`src/rtl/alu_pkg.sv`:
```
// Shared constants for the ALU stage: operation codes, flag bit positions and FSM states.
// The MUL state exists only when ALU_STAGE_MUL_EN is defined.
package alu_pkg;

    localparam logic [3:0] OP_PASS_A = 4'h0;
    localparam logic [3:0] OP_PASS_B = 4'h1;
    localparam logic [3:0] OP_NOT_A  = 4'h2;
    localparam logic [3:0] OP_NOT_B  = 4'h3;
    localparam logic [3:0] OP_ADD    = 4'h4;
    localparam logic [3:0] OP_ADC    = 4'h5;
    localparam logic [3:0] OP_SUB    = 4'h6;
    localparam logic [3:0] OP_AND    = 4'h7;
    localparam logic [3:0] OP_OR     = 4'h8;
    localparam logic [3:0] OP_XOR    = 4'h9;
    localparam logic [3:0] OP_LSL    = 4'hA;
    localparam logic [3:0] OP_LSR    = 4'hB;
    localparam logic [3:0] OP_ASR    = 4'hC;
    localparam logic [3:0] OP_ROL    = 4'hD;
    localparam logic [3:0] OP_ROR    = 4'hE;
    localparam logic [3:0] OP_MUL    = 4'hF;

    localparam int FLAG_Z = 3;
    localparam int FLAG_C = 2;
    localparam int FLAG_N = 1;
    localparam int FLAG_O = 0;

    typedef enum logic [1:0] {
        ST_IDLE = 2'd0,
`ifdef ALU_STAGE_MUL_EN
        ST_MUL  = 2'd1,
`endif
        ST_DONE = 2'd2
    } state_t;

endpackage

```
`src/rtl/alu_stage_if.sv`:
```
// Request/response bundle between the register-file side and the ALU stage.
interface alu_stage_if #(parameter int WIDTH = 8);

    logic             start;
    logic [WIDTH-1:0] a;
    logic [WIDTH-1:0] b;
    logic [3:0]       fun_sel;
    logic [WIDTH-1:0] out;
    logic [WIDTH-1:0] out_hi;
    logic [3:0]       flags;
    logic             busy;
    logic             done;

    modport master (output start, a, b, fun_sel,
                    input  out, out_hi, flags, busy, done);

    modport slave  (input  start, a, b, fun_sel,
                    output out, out_hi, flags, busy, done);

endinterface

```
`src/rtl/alu_mul_seq.sv`:
```
// Iterative unsigned shift-add multiplier, one multiplier bit per clock.
// done and product are combinational: they flag the cycle whose closing edge completes the product.
module alu_mul_seq #(
    parameter int WIDTH = 8
) (
    input  logic               clock,
    input  logic               reset,
    input  logic               start,
    input  logic [WIDTH-1:0]   a,
    input  logic [WIDTH-1:0]   b,
    output logic               done,
    output logic [2*WIDTH-1:0] product
);

    localparam int CNT_W = (WIDTH > 2) ? $clog2(WIDTH) : 1;

    logic               active_q, active_d;
    logic [CNT_W-1:0]   cnt_q, cnt_d;
    logic [WIDTH-1:0]   mcand_q, mcand_d;
    logic [2*WIDTH-1:0] prod_q, prod_d;
    logic [WIDTH:0]     acc_sum;
    logic [2*WIDTH-1:0] prod_step;

    // Upper half accumulates the multiplicand, lower half holds the remaining multiplier bits.
    always_comb begin
        acc_sum   = {1'b0, prod_q[2*WIDTH-1:WIDTH]} + (prod_q[0] ? {1'b0, mcand_q} : '0);
        prod_step = {acc_sum, prod_q[WIDTH-1:1]};
        done      = active_q && (cnt_q == CNT_W'(WIDTH - 1));
        product   = prod_step;
    end

    always_comb begin
        active_d = active_q;
        cnt_d    = cnt_q;
        mcand_d  = mcand_q;
        prod_d   = prod_q;
        if (start) begin
            active_d = 1'b1;
            cnt_d    = '0;
            mcand_d  = a;
            prod_d   = {{WIDTH{1'b0}}, b};
        end else if (active_q) begin
            prod_d = prod_step;
            cnt_d  = cnt_q + 1'b1;
            if (done) begin
                active_d = 1'b0;
            end
        end
    end

    always_ff @(posedge clock) begin
        if (reset) begin
            active_q <= 1'b0;
            cnt_q    <= '0;
            mcand_q  <= '0;
            prod_q   <= '0;
        end else begin
            active_q <= active_d;
            cnt_q    <= cnt_d;
            mcand_q  <= mcand_d;
            prod_q   <= prod_d;
        end
    end

endmodule

```
`src/rtl/alu_stage.sv`:
```
// ALU execute stage: single-cycle logic/arith/shift ops with registered result and {Z,C,N,O} flags.
// Define ALU_STAGE_MUL_EN to make code F a multi-cycle multiply; otherwise code F is a NOP.
module alu_stage
    import alu_pkg::*;
#(
    parameter int WIDTH = 8
) (
    input  logic      clock,
    input  logic      reset,
    alu_stage_if.slave bus
);

    state_t           state_q, state_d;
    logic [WIDTH-1:0] out_q, out_d;
    logic [WIDTH-1:0] out_hi_q, out_hi_d;
    logic [3:0]       flags_q, flags_d;
    logic [WIDTH-1:0] alu_res;
    logic [3:0]       alu_flags;
    logic [WIDTH:0]   alu_sum;
    logic             c_new, o_new;
    logic             busy;
    logic             accept;

`ifdef ALU_STAGE_MUL_EN
    logic               mul_start;
    logic               mul_done;
    logic [2*WIDTH-1:0] mul_product;

    alu_mul_seq #(.WIDTH(WIDTH)) u_mul (
        .clock   (clock),
        .reset   (reset),
        .start   (mul_start),
        .a       (bus.a),
        .b       (bus.b),
        .done    (mul_done),
        .product (mul_product)
    );

    assign busy = (state_q == ST_MUL);
`else
    assign busy = 1'b0;
`endif

    assign accept     = bus.start && !busy;
    assign bus.out    = out_q;
    assign bus.out_hi = out_hi_q;
    assign bus.flags  = flags_q;
    assign bus.busy   = busy;
    assign bus.done   = (state_q == ST_DONE);

    // Flags not touched by an op keep their previous value; subtract reports borrow in C.
    always_comb begin
        alu_res = bus.a;
        alu_sum = '0;
        c_new   = flags_q[FLAG_C];
        o_new   = flags_q[FLAG_O];
        case (bus.fun_sel)
            OP_PASS_A: alu_res = bus.a;
            OP_PASS_B: alu_res = bus.b;
            OP_NOT_A:  alu_res = ~bus.a;
            OP_NOT_B:  alu_res = ~bus.b;
            OP_ADD, OP_ADC: begin
                alu_sum = {1'b0, bus.a} + {1'b0, bus.b}
                        + {{WIDTH{1'b0}}, (bus.fun_sel == OP_ADC) && flags_q[FLAG_C]};
                alu_res = alu_sum[WIDTH-1:0];
                c_new   = alu_sum[WIDTH];
                o_new   = (bus.a[WIDTH-1] == bus.b[WIDTH-1]) && (alu_res[WIDTH-1] != bus.a[WIDTH-1]);
            end
            OP_SUB: begin
                alu_sum = {1'b0, bus.a} - {1'b0, bus.b};
                alu_res = alu_sum[WIDTH-1:0];
                c_new   = alu_sum[WIDTH];
                o_new   = (bus.a[WIDTH-1] != bus.b[WIDTH-1]) && (alu_res[WIDTH-1] != bus.a[WIDTH-1]);
            end
            OP_AND: alu_res = bus.a & bus.b;
            OP_OR:  alu_res = bus.a | bus.b;
            OP_XOR: alu_res = bus.a ^ bus.b;
            OP_LSL: begin
                alu_res = {bus.a[WIDTH-2:0], 1'b0};
                c_new   = bus.a[WIDTH-1];
            end
            OP_LSR: begin
                alu_res = {1'b0, bus.a[WIDTH-1:1]};
                c_new   = bus.a[0];
            end
            OP_ASR: begin
                alu_res = {bus.a[WIDTH-1], bus.a[WIDTH-1:1]};
                c_new   = bus.a[0];
            end
            OP_ROL: begin
                alu_res = {bus.a[WIDTH-2:0], flags_q[FLAG_C]};
                c_new   = bus.a[WIDTH-1];
            end
            OP_ROR: begin
                alu_res = {flags_q[FLAG_C], bus.a[WIDTH-1:1]};
                c_new   = bus.a[0];
            end
            default: alu_res = bus.a;
        endcase
        alu_flags         = '0;
        alu_flags[FLAG_Z] = (alu_res == '0);
        alu_flags[FLAG_C] = c_new;
        alu_flags[FLAG_N] = alu_res[WIDTH-1];
        alu_flags[FLAG_O] = o_new;
    end

    // A new request is taken in IDLE and also in DONE, so back-to-back ops lose no cycle.
    always_comb begin
        state_d  = state_q;
        out_d    = out_q;
        out_hi_d = out_hi_q;
        flags_d  = flags_q;
`ifdef ALU_STAGE_MUL_EN
        mul_start = 1'b0;
`endif
        case (state_q)
            ST_IDLE, ST_DONE: begin
                state_d = ST_IDLE;
                if (accept) begin
                    state_d = ST_DONE;
                    if (bus.fun_sel == OP_MUL) begin
`ifdef ALU_STAGE_MUL_EN
                        mul_start = 1'b1;
                        state_d   = ST_MUL;
`endif
                    end else begin
                        out_d    = alu_res;
                        out_hi_d = '0;
                        flags_d  = alu_flags;
                    end
                end
            end
`ifdef ALU_STAGE_MUL_EN
            ST_MUL: begin
                if (mul_done) begin
                    out_d            = mul_product[WIDTH-1:0];
                    out_hi_d         = mul_product[2*WIDTH-1:WIDTH];
                    flags_d[FLAG_Z]  = (mul_product == '0);
                    flags_d[FLAG_C]  = (mul_product[2*WIDTH-1:WIDTH] != '0);
                    flags_d[FLAG_N]  = mul_product[2*WIDTH-1];
                    state_d          = ST_DONE;
                end
            end
`endif
            default: state_d = ST_IDLE;
        endcase
    end

    always_ff @(posedge clock) begin
        if (reset) begin
            state_q  <= ST_IDLE;
            out_q    <= '0;
            out_hi_q <= '0;
            flags_q  <= '0;
        end else begin
            state_q  <= state_d;
            out_q    <= out_d;
            out_hi_q <= out_hi_d;
            flags_q  <= flags_d;
        end
    end

endmodule
```
`src/flat_wrapper.sv`:
```
// flat-port wrapper written by rule: the top's interface ports become plain ports
module alu_stage_flat import alu_pkg::*;
#(
    parameter int WIDTH = 8
)
  (clock, reset, bus_start, bus_a, bus_b, bus_fun_sel, bus_out, bus_out_hi, bus_flags, bus_busy, bus_done);
  alu_stage_if #(.WIDTH(WIDTH)) bus_i ();
  input  logic clock;
  input  logic reset;
  input wire logic [$bits(bus_i.start)-1:0] bus_start;
  input wire logic [$bits(bus_i.a)-1:0] bus_a;
  input wire logic [$bits(bus_i.b)-1:0] bus_b;
  input wire logic [$bits(bus_i.fun_sel)-1:0] bus_fun_sel;
  output wire logic [$bits(bus_i.out)-1:0] bus_out;
  output wire logic [$bits(bus_i.out_hi)-1:0] bus_out_hi;
  output wire logic [$bits(bus_i.flags)-1:0] bus_flags;
  output wire logic [$bits(bus_i.busy)-1:0] bus_busy;
  output wire logic [$bits(bus_i.done)-1:0] bus_done;
  assign bus_i.start = bus_start;
  assign bus_i.a = bus_a;
  assign bus_i.b = bus_b;
  assign bus_i.fun_sel = bus_fun_sel;
  assign bus_out = bus_i.out;
  assign bus_out_hi = bus_i.out_hi;
  assign bus_flags = bus_i.flags;
  assign bus_busy = bus_i.busy;
  assign bus_done = bus_i.done;
  alu_stage #(.WIDTH(WIDTH)) u_core (.clock(clock), .reset(reset), .bus(bus_i));
endmodule
```
`config.mk`:
```
export PLATFORM = sky130hd
export DESIGN_NAME = alu_stage_flat
export DESIGN_NICKNAME = d
export VERILOG_FILES = /design/src/rtl/alu_pkg.sv /design/src/rtl/alu_stage_if.sv /design/src/rtl/alu_mul_seq.sv /design/src/rtl/alu_stage.sv /design/src/flat_wrapper.sv
export SDC_FILE = /design/constraint.sdc
export NUM_CORES = 1
export LEC_CHECK = 0
export CORE_MARGIN = 4
export CORE_UTILIZATION = 45
export CTS_CLUSTER_SIZE = 28
export DETAILED_ROUTE_END_ITERATION = 6
export PLACE_DENSITY = 0.78
export SKIP_LAST_GASP = 1
export SYNTH_ARGS = -nofsm -noshare
export SYNTH_HDL_FRONTEND = slang
export SYNTH_SLANG_ARGS = --single-unit
export TNS_END_PERCENT = 5
```
`constraint.sdc`:
```
create_clock -name clock -period 5.95 [get_ports clock]
set_input_delay 1.19 -clock clock [delete_from_list [all_inputs] [get_ports clock]]
set_output_delay 1.19 -clock clock [all_outputs]
set_load 0.01 [all_outputs]
```
# Word level (Yosys, flattened, before mapping)
# Cells that the tools add are included.
dict set report totals {
  out_inout_bits 22
  ff_bits 14
  in_bits 23
  latchBits 0
  mem_bits_ro 0
  mem_count 0
  ram_bits 0
}
dict set report classes {
  reduce_logical 15
  add_sub_neg 3
  muxes 4
  bitwise_logic 7
  mul 0
  n_eq_ne 20
  n_lt_le_gt_ge 0
  shifts 0
  n_div 0
}
# op n
set ops {}
lappend ops {{8-bit case mux with 13 select lines} 1}
lappend ops {{4-bit equality test (second input constant)} 8}
lappend ops {{4-bit by 3-bit equality test with 1-bit output (second input constant)} 4}
lappend ops {{8-bit inverter} 2}
lappend ops {{8-bit by 8-bit adder with 9-bit output} 1}
lappend ops {{9-bit by 1-bit adder with 9-bit output} 1}
lappend ops {{8-bit by 8-bit subtractor with 9-bit output} 1}
lappend ops {{8-bit AND} 1}
lappend ops {{4-bit by 2-bit equality test with 1-bit output (second input constant)} 2}
lappend ops {{8-bit zero test} 1}
lappend ops {{8-bit OR} 1}
lappend ops {{4-bit AND reduction} 2}
lappend ops {{2-bit OR reduction} 4}
lappend ops {{8-bit XOR} 1}
lappend ops {{4-bit by 1-bit equality test with 1-bit output (second input constant)} 1}
lappend ops {{1-bit case mux with 4 select lines} 1}
lappend ops {{4-bit nonzero test} 1}
lappend ops {{1-bit logical AND} 3}
lappend ops {{1-bit != test} 3}
lappend ops {{3-bit AND reduction} 1}
lappend ops {{3-bit OR reduction} 1}
lappend ops {{2-bit equality test (second input constant)} 1}
lappend ops {{2-bit zero test} 1}
lappend ops {{2-bit two-way mux} 1}
lappend ops {{4 further kinds} 5}

# Longest topological paths before layout
# Gate-level depths: netlist of run 1.
dict set report depth {
  depth_word 6
  depth_mapped 14
  ltp_nobuf 12
}

# Least setup slack after synthesis of run 1
# No wires, ideal clock.
dict set report synth_timing {
  kind {input to register}
  startpoint {in bus_fun_sel[2]}
  endpoint {reg u_core.flags_q[3] (netlist: u_core.bus.flags[3])}
  stages 14
  setup_time_ns 0.071
  path_slack_ns 1.895
  t_arrival_ns 3.984
  path_cell_list {buf_2 -> buf_2 -> buf_6 -> nand4_1 -> fa_1 -> fa_1 -> nor2b_2 -> o21ai_0 -> a31oi_1 -> a2bb2oi_1 -> o32ai_1 -> nand4_1 -> or4_1 -> a21oi_1}
}
dict set report synth_via {
  elab_chain_len 5
  elab_cells_between_ends 22
}
# element line_no
set synth_lines {}
lappend synth_lines {{start: declaration} flat_wrapper.sv:13} ;# input wire logic [$bits(bus_i.fun_sel)-1:0] bus_fun_sel;
lappend synth_lines {{4-bit by 3-bit equality test with 1-bit output} n/a}
lappend synth_lines {{1-bit logical AND} alu_stage.sv:64} ;# + {{WIDTH{1'b0}}, (bus.fun_sel == OP_ADC) && flags_q[FLAG_C]};
lappend synth_lines {{9-bit by 1-bit adder with 9-bit output} alu_stage.sv:64}
lappend synth_lines {{8-bit case mux with 13 select lines} alu_stage.sv:57} ;# case (bus.fun_sel)
lappend synth_lines {{8-bit zero test} alu_stage.sv:101} ;# alu_flags[FLAG_Z] = (alu_res == '0);
lappend synth_lines {{end signal: assignment} alu_stage.sv:159} ;# flags_q <= flags_d;
lappend synth_lines {{end: declaration} alu_stage.sv:16} ;# logic [3:0] flags_q, flags_d;
# Parallel ways exist; a longest one is shown, timed or not.
# A chain may end at the register's enable or synchronous reset.

# Worst setup path after layout of run 1
dict set report layout_timing {
  startpoint {in bus_fun_sel[0]}
  endpoint {reg u_core.flags_q[3] (netlist: u_core.bus.flags[3])}
}
# Same word-level chain as after synthesis.

==> results.txt, run 1 <==
----------------------------------------------------
[Status]
  Outcome ... finished clean

[Clocking]
  Post-CTS repair timing setup buffer count ... 0
  Maximum buffer depth of the clock tree ... 2
  CTS tree ... built
  # resized after CTS ... 0
  Cts bufs inserted ... 3
  Hold-fix buffers, CTS ... 0
  Number of levels the H-tree was split into ... 1
  Clock root cell ... sky130_fd_sc_hd__clkbuf_8
  Clock transition time at the flip-flop clock pins of the worst setup and hold paths ... 50 ps
  Clock Latency Late Sink ... 240 ps
  Clock sink total ... 12

[Place]
  DP HPWL ... 5680 um
  Placed cell count ... roughly 440
  Number of buffer cells added on primary ports ... 35
  Final estimated routing congestion in global placement ... roughly 1

[Synthesis]
  Combinational family with the most area after synthesis ... compound AO/OA/AOI/OAI gates
  Synth Area per Inst ... 7.03 um2
  Number of enable-type register cells in the synthesized netlist ... 0
  Total of warnings raised by yosys ... 0
  Most numerous cell types in the synthesized netlist ... sky130_fd_sc_hd__a21oi_1 (34), sky130_fd_sc_hd__nor2_1 (32), sky130_fd_sc_hd__inv_1 (27)
  Number of instances in the synthesized netlist ... 353
  Post-synthesis instance area ... 0.00248 mm2
  Synthesized-area fraction occupied by ao, oa, aoi and oai cells ... 33.5%
  Simple-gate portion of the synthesized area ... 24.1%
  Count of cell types in the netlist ... 74
  Sequential fraction of the synthesis area ... 9.69%
  Flip-flop cell with the highest count after synthesis ... sky130_fd_sc_hd__dfxtp_1
  Post-synthesis mux area share ... between 5 and 6%
  Adder-Cell Fraction of Synth Area ... 14.5%
  Synthesis-stage register bit count ... 12
  Leading cell types by total area after synthesis ... sky130_fd_sc_hd__ha_1 (12%), sky130_fd_sc_hd__dfxtp_1 (9.7%), sky130_fd_sc_hd__a21oi_1 (6.9%), sky130_fd_sc_hd__nor2_1 (4.8%), sky130_fd_sc_hd__o21ai_0 (4.6%)
  Area share of the largest cell type after synthesis ... about an eighth
  Async set-reset flop share out of synthesis ... 0%
  Most frequent cell after synthesis ... sky130_fd_sc_hd__a21oi_1
  Most area-hungry cell type in the Yosys netlist ... sky130_fd_sc_hd__ha_1
  Synth Area in XOR/XNOR ... under 10%

[Cells and area]
  Antenna Diode Count ... 0
  Fraction of final layout cells with drive strength greater than 1 ... 7.45%
  Fillers ... 505
  Number of nets at the end of the flow ... 427
  Area added between synthesis and finish ... 15.1%
  Final instance count without filler cells ... about 450

[Floorplan]
  Die boundary height ... 82.2 um
  Die ar. ... between 0.006 and 0.007 mm2
  Number of I/O pins ... 45
  Starting density of the core ... 47.3%
  Core Footprint ... 0.00524 mm2
  Site row count ... 26
  Chip Width ... 82.2 um

[Timing]
  Max Freq ... 216 MHz
  Worst Max-Slew Pin Slew ... 836 ps
  Count of final max-slew check failures ... 0
  Hold violation total from the final report ... 0
  Endpoints failing setup ... 0
  Setup TNS ... 0 ps
  Worst clock skew on the final layout ... 1.26 ps
  Final period util ... just under 80%
  Final critical delay including setup and external delays ... around 4600 ps
  Headroom to the max-slew limit ... 43.8%
  RSZ-0062 raised after global routing ... false

[Worst setup path]
  R2R depth ... 11
  Startpoint types ... input port
  Required time at the endpoint of the critical path ... 6120 ps
  Max stage delay on crit path ... 500 ps
  Sequence of cells on the critical path ... clkdlybuf4s50_1 -> nor2b_1 -> nand4_1 -> fa_1 -> fa_1 -> nor2b_2 -> o21ai_0 -> a31oi_1 -> a2bb2oi_1 -> o32ai_1 -> nand4_1 -> or4_1 -> a21oi_1
  Kind of critical path ... in -> reg
  Launch instance of the worst register-to-register path ... u_core.bus.flags[2]
  CP Capture Type ... register
  Buffer and inverter count on the worst path ... 1
  Reg-to-reg endpoint ... u_core.bus.flags[3]
  Top fanout value on the critical path ... 5
  Critical path's top delay family ... simple AND/OR/NAND/NOR gates
  Critical path arrival ... 4800 ps
  Slack of the worst reg-to-reg path ... approximately 2700 ps
  Worst-path cell with the longest stage delay ... sky130_fd_sc_hd__o32ai_1

[Route]
  Routed wire per std cell ... 16.9 um
  DR iter-0 viols ... 541
  # DRC ... 0
  Post-detailed-route via-to-cell ratio ... 6.37
  Total Wirelength ... between 7000 and 8000 um
  Number of vias after detailed routing ... about 2.8k
  Count of TritonRoute iterations in the first routing pass ... 6
  Final antenna-violating net count ... 0

[Min path]
  Hold path start ... u_core.bus.flags[3]
  Hold Path Stages ... 2
  Path category of the worst min-delay check ... reg -> reg
  Destination of the worst hold path ... u_core.bus.flags[3]

[GRT]
  Antenna violations before repair ... 0
  Overall global routing resource usage ... 23.0%
  Wire length of the first global-routing pass ... 12300 um
  Maximum number of pins on one net before global-route repair ... 40
  Vias in the first global route ... about 2.5k
  Sum of overflow across all layers after global routing ... 0

[Pwr]
  Static leakage ... 1.14 nW
  Total Power ... 0.000399 W
  Peak supply drop ... 0.0916 mV
  Total power divided by cell area ... 140 mW/mm2

[Job]
  Max_cap viols ... 0

----------------------------------------------------
-- layout make-up --
cell class                 count  area [um2]  share of cell area, %
inverter                      29         109                   3.81
multi-input combinational    291        1970                   69.2
clock buffer                   4        55.1                   1.93
timing repair buffer          40         388                   13.6
sequential                    12         240                   8.42
tap                           70        87.6                   3.07
-- cell families after synthesis --
| logic type | Yosys count |
|---|---|
| buf+inv | 58 |
| xor+xnor | 3 |
| compound gates | 124 |
| mux | 12 |
| fa+ha+maj | 27 |
| other cells | 1 |
| flops | 12 |
| simple gates | 116 |
-- flip-flops by register name, summed over array words and instances, names as in the netlist --
signal	flops
u_core.bus.flags	4
u_core.bus.out	7
u_core.state_q	1
-- worst reg2reg max path, cell delays in order (launching register included) --
cell and delay (ps):
sky130_fd_sc_hd__dfxtp_1 450, sky130_fd_sc_hd__nand4_1 150, sky130_fd_sc_hd__fa_1 430, sky130_fd_sc_hd__fa_1 420
sky130_fd_sc_hd__nor2b_2 160, sky130_fd_sc_hd__o21ai_0 120, sky130_fd_sc_hd__a31oi_1 190, sky130_fd_sc_hd__a2bb2oi_1 90
sky130_fd_sc_hd__o32ai_1 500, sky130_fd_sc_hd__nand4_1 160, sky130_fd_sc_hd__or4_1 420, sky130_fd_sc_hd__a21oi_1 150
-- layer usage --
| layer | up-vias | part of all wire, % | track usage, % | wire length (um) |
|---|---|---|---|---|
| met1 | 1276 | 39 | 30.9 | 2950 |
| met4 | 0 | 3.4 | 10.5 | 260 |
| met3 | 27 | 13 | 2.39 | 980 |
| met5 | - | 0 | 0 | 0 |
| met2 | 217 | 44 | 36.9 | 3360 |
| li1 | 1322 | - | - | - |
-- per-stage QoR --
step	utilization [%]	cell area, um2	hold WS (ps)	setup slack [ps]
CTS	54.5	2850	458	1410
global route	54.5	2850	504	1180
detailed placement	53.4	2800	455	1190
finish	54.5	2850	453	1320
global placement	53.4	2800	450	1350
floorplan	-	2510	476	1890
-- layout by cell type, fill, tap and decap left out, types with 3 or more instances in the layout --
| master | count |
|---|---|
| sky130_fd_sc_hd__a211oi_1 | 3 |
| sky130_fd_sc_hd__a21oi_1 | 34 |
| sky130_fd_sc_hd__a221oi_1 | 3 |
| sky130_fd_sc_hd__a311oi_1 | 3 |
| sky130_fd_sc_hd__a31oi_1 | 6 |
| sky130_fd_sc_hd__buf_4 | 5 |
| sky130_fd_sc_hd__clkbuf_8 | 4 |
| sky130_fd_sc_hd__clkdlybuf4s50_1 | 35 |
| sky130_fd_sc_hd__conb_1 | 9 |
| sky130_fd_sc_hd__dfxtp_1 | 12 |
| sky130_fd_sc_hd__fa_1 | 3 |
| sky130_fd_sc_hd__ha_1 | 24 |
| sky130_fd_sc_hd__inv_1 | 27 |
| sky130_fd_sc_hd__mux2i_1 | 10 |
| sky130_fd_sc_hd__nand2_1 | 26 |
| sky130_fd_sc_hd__nand2b_1 | 8 |
| sky130_fd_sc_hd__nand3_1 | 9 |
| sky130_fd_sc_hd__nand4_1 | 3 |
| sky130_fd_sc_hd__nor2_1 | 32 |
| sky130_fd_sc_hd__nor2b_1 | 6 |
| sky130_fd_sc_hd__nor3_1 | 9 |
| sky130_fd_sc_hd__o21ai_0 | 23 |
| sky130_fd_sc_hd__o21ai_1 | 4 |
| sky130_fd_sc_hd__o22ai_1 | 11 |
| sky130_fd_sc_hd__o32a_1 | 3 |
| sky130_fd_sc_hd__o32ai_1 | 3 |
| sky130_fd_sc_hd__or4_1 | 3 |
-- report_power, final --
part	total [W]	internal [W]	switching [W]
Clock	0.0000889	0.0000585	0.0000304
Sequential	0.0000904	0.0000866	0.00000375
Combinational	0.000220	0.0000921	0.000128
Total	0.000399	0.000237	0.000162
-- how the worst max path moves through the flow --
stage,startpoint,to,slack (ps),depth (start not counted)
final,bus_fun_sel[0],u_core.bus.flags[3],1320,13
after detailed placement,bus_fun_sel[0],u_core.bus.flags[3],1190,13
after global routing,bus_fun_sel[0],u_core.bus.flags[3],1180,13
after CTS,bus_fun_sel[0],u_core.bus.flags[3],1410,13
after floorplan,bus_fun_sel[2],u_core.bus.flags[3],1890,14
after global placement,bus_fun_sel[3],u_core.bus.flags[3],1350,13
No activity file was read; power rests on OpenSTA's default activity.
==> inputs of run 2 (changes only) <==
--- a/config.mk
+++ b/config.mk
@@ -9,7 +9,7 @@
 export CORE_UTILIZATION = 45
 export CTS_CLUSTER_SIZE = 28
 export DETAILED_ROUTE_END_ITERATION = 6
-export PLACE_DENSITY = 0.78
+export PLACE_DENSITY = 0.81
 export SKIP_LAST_GASP = 1
 export SYNTH_ARGS = -nofsm -noshare
 export SYNTH_HDL_FRONTEND = slang
==> constraint.sdc (replaced) <==
create_clock -name clock -period 4.23 [get_ports clock]
set_input_delay 0.846 -clock clock [delete_from_list [all_inputs] [get_ports clock]]
set_output_delay 0.846 -clock clock [all_outputs]
set_load 0.01 [all_outputs]
==> results.txt, run 2 (synthesized netlist as in run 1, its figures left out) <==
----------------------------------------------------
[Timing]
  Endpoints failing setup ... 0 (unchanged)
  Headroom to the max-slew limit ... 45.6% (+1.8 points)
  Setup TNS ... 0 ps (unchanged)
  Final period util ... between 90% and 100%
  Worst clock skew on the final layout ... 0.453 ps (-0.806 ps)
  Hold violation total from the final report ... 0 (unchanged)
  Worst Max-Slew Pin Slew ... 813 ps (-23.1 ps)
  Count of final max-slew check failures ... 0 (unchanged)
  RSZ-0062 raised after global routing ... false
  Max Freq ... 254 MHz
  Final critical delay including setup and external delays ... 3940 ps

[Clocking]
  Clock Latency Late Sink ... 240 ps (about the same)
  Number of levels the H-tree was split into ... 1 (unchanged)
  Maximum buffer depth of the clock tree ... 2 (unchanged)
  Post-CTS repair timing setup buffer count ... 0 (unchanged)
  Clock transition time at the flip-flop clock pins of the worst setup and hold paths ... 50 ps (about the same)
  # resized after CTS ... 0 (unchanged)
  Clock root cell ... sky130_fd_sc_hd__clkbuf_8
  Hold-fix buffers, CTS ... 0 (unchanged)
  Cts bufs inserted ... 3 (unchanged)
  Clock sink total ... 12 (unchanged)
  CTS tree ... built

[Cells and area]
  Final instance count without filler cells ... 461 (+3.4%)
  Antenna Diode Count ... 0 (unchanged)
  Most common library cell in the layout ignoring fill and taps ... sky130_fd_sc_hd__clkdlybuf4s50_1
  Number of nets at the end of the flow ... 443 (+3.7%)
  Post-layout utilization of the core ... 56.5% (+2.0 points)
  Fillers ... 519 (+2.8%)
  Max FFs per register ... 7 (unchanged)
  Finished Cell Area ... 0.00296 mm2 (+3.7%)
  Area added between synthesis and finish ... 19.4%
  Fraction of final layout cells with drive strength greater than 1 ... 11.0% (+3.6 points)
  Top library cells by usage in the layout, fill and taps aside ... sky130_fd_sc_hd__clkdlybuf4s50_1 (35), sky130_fd_sc_hd__a21oi_1 (34), sky130_fd_sc_hd__nor2_1 (32)

[Route]
  Total Wirelength ... 7870 um (+4.2%)
  Routed wire per std cell ... 17.1 um (+0.82%)
  Post-detailed-route via-to-cell ratio ... 6.34 (-0.43%)
  Count of TritonRoute iterations in the first routing pass ... 5 (-1)
  Final antenna-violating net count ... 0 (unchanged)
  # DRC ... 0 (unchanged)
  Number of vias after detailed routing ... 2925 (+2.9%)
  DR iter-0 viols ... 434 (-20%)

[GRT]
  Antenna violations before repair ... 0 (unchanged)
  Maximum number of pins on one net before global-route repair ... 40 (unchanged)
  Overall global routing resource usage ... 23.6% (+0.55 points)
  Sum of overflow across all layers after global routing ... 0 (unchanged)
  Vias in the first global route ... 2644 (+5.8%)
  Wire length of the first global-routing pass ... 12700 um (+3.0%)

[Place]
  Number of buffer cells added on primary ports ... 35 (unchanged)
  Placed cell count ... 458 (+3.6%)
  Final estimated routing congestion in global placement ... 0.980 (-0.50%)
  DP HPWL ... 5910 um (+4.0%)
  Post-DP Area ... 0.00292 mm2 (+4.3%)

[Floorplan]
  Die boundary height ... 82.2 um (unchanged)
  Core Footprint ... 0.00524 mm2 (unchanged)
  Starting density of the core ... 47.3% (unchanged)
  Site row count ... 26 (unchanged)
  Number of I/O pins ... 45 (unchanged)
  Chip Width ... 82.2 um (unchanged)
  Die ar. ... 0.00676 mm2 (unchanged)

[Worst setup path]
  Slack of the worst reg-to-reg path ... 1090 ps (-1570 ps)
  Critical path arrival ... 4110 ps (-690 ps)
  R2R depth ... 11 (unchanged)
  Worst setup startpoint ... bus_fun_sel[0]
  Kind of critical path ... in -> reg
  CP Capture Type ... register
  Launch instance of the worst register-to-register path ... u_core.bus.flags[2]
  Required time at the endpoint of the critical path ... 4400 ps (-1720 ps)
  Reg-to-reg endpoint ... u_core.bus.flags[3]
  Endpoint of the most critical setup path ... u_core.bus.flags[3]
  Max stage delay on crit path ... 470 ps (-30 ps)
  Top fanout value on the critical path ... 3 (-2)
  Sequence of cells on the critical path ... clkdlybuf4s50_1 -> nor2b_1 -> nand4_1 -> fa_1 -> fa_1 -> nor2b_2 -> o21ai_0 -> a31oi_1 -> a2bb2oi_1 -> o32ai_1 -> nand4_1 -> or4_1 -> a21oi_1
  Worst-path cell with the longest stage delay ... sky130_fd_sc_hd__clkdlybuf4s50_1
  Startpoint types ... input port

[Min path]
  Hold path start ... u_core.bus.flags[3]
  Path category of the worst min-delay check ... reg -> reg

[Pwr]
  Peak supply drop ... 0.136 mV (+48%)
  Total power divided by cell area ... 188 mW/mm2 (+34%)
  Static leakage ... 1.21 nW (+6.2%)
  Total Power ... 0.000556 W (+39%)

[Status]
  Outcome ... finished clean

[Job]
  Max_cap viols ... 0 (unchanged)

----------------------------------------------------
run 2: worst min-delay path by stage:
| stage | to | slack [ps] | depth (start not counted) |
|---|---|---|---|
| floorplan | u_core.bus.flags[3] | 480 | 2 |
| global placement | u_core.bus.flags[3] | 460 | 2 |
| detailed placement | u_core.bus.flags[3] | 460 | 2 |
| CTS | u_core.bus.flags[3] | 470 | 2 |
| global route | u_core.bus.flags[3] | 480 | 2 |
| finish | u_core.bus.flags[3] | 470 | 2 |
run 2: critical path, delay by kind of cell:
kind | cells | cell delay [ps]
and+or+nand+nor | 5 | 990
buffers and inverters | 1 | 470
AOI/OAI and AO/OA | 5 | 950
adders and majority gates | 2 | 850
run 2: cell type report:
type                            instances  area (um2)  share of cell area (%)
Multi-Input combinational cell        291        1970                    66.7
Timing Repair Buffer                   56         508                    17.2
Sequential cell                        12         240                    8.11
Inverter                               29         109                    3.68
Tap cell                               70        87.6                    2.96
Clock buffer                            3        41.3                    1.39
run 2: layer usage:
| metal | up-vias | part of all wire (%) | global-route usage [%] |
|---|---|---|---|
| met2 | 205 | 46 | 37.6 |
| met1 | 1337 | 41 | 30.6 |
| li1 | 1352 | - | - |
| met4 | 0 | 3.5 | 12.8 |
| met5 | - | 0 | 0 |
| met3 | 31 | 10 | 3.04 |
run 2: report_power, final:
group / switching [W] / internal (W)
Clock: 0.0000393 / 0.0000625
Combinational: 0.000185 / 0.000142
Sequential: 0.00000493 / 0.000122
run 2: metrics by stage:
step / hold slack, ps / worst slack [ps]
3_3_place_gp: 464 / 204
6_report: 474 / 290
3_5_place_dp: 462 / 95.1
5_1_grt: 476 / 32.1
4_1_cts: 469 / 337
2_1_floorplan: 476 / 519
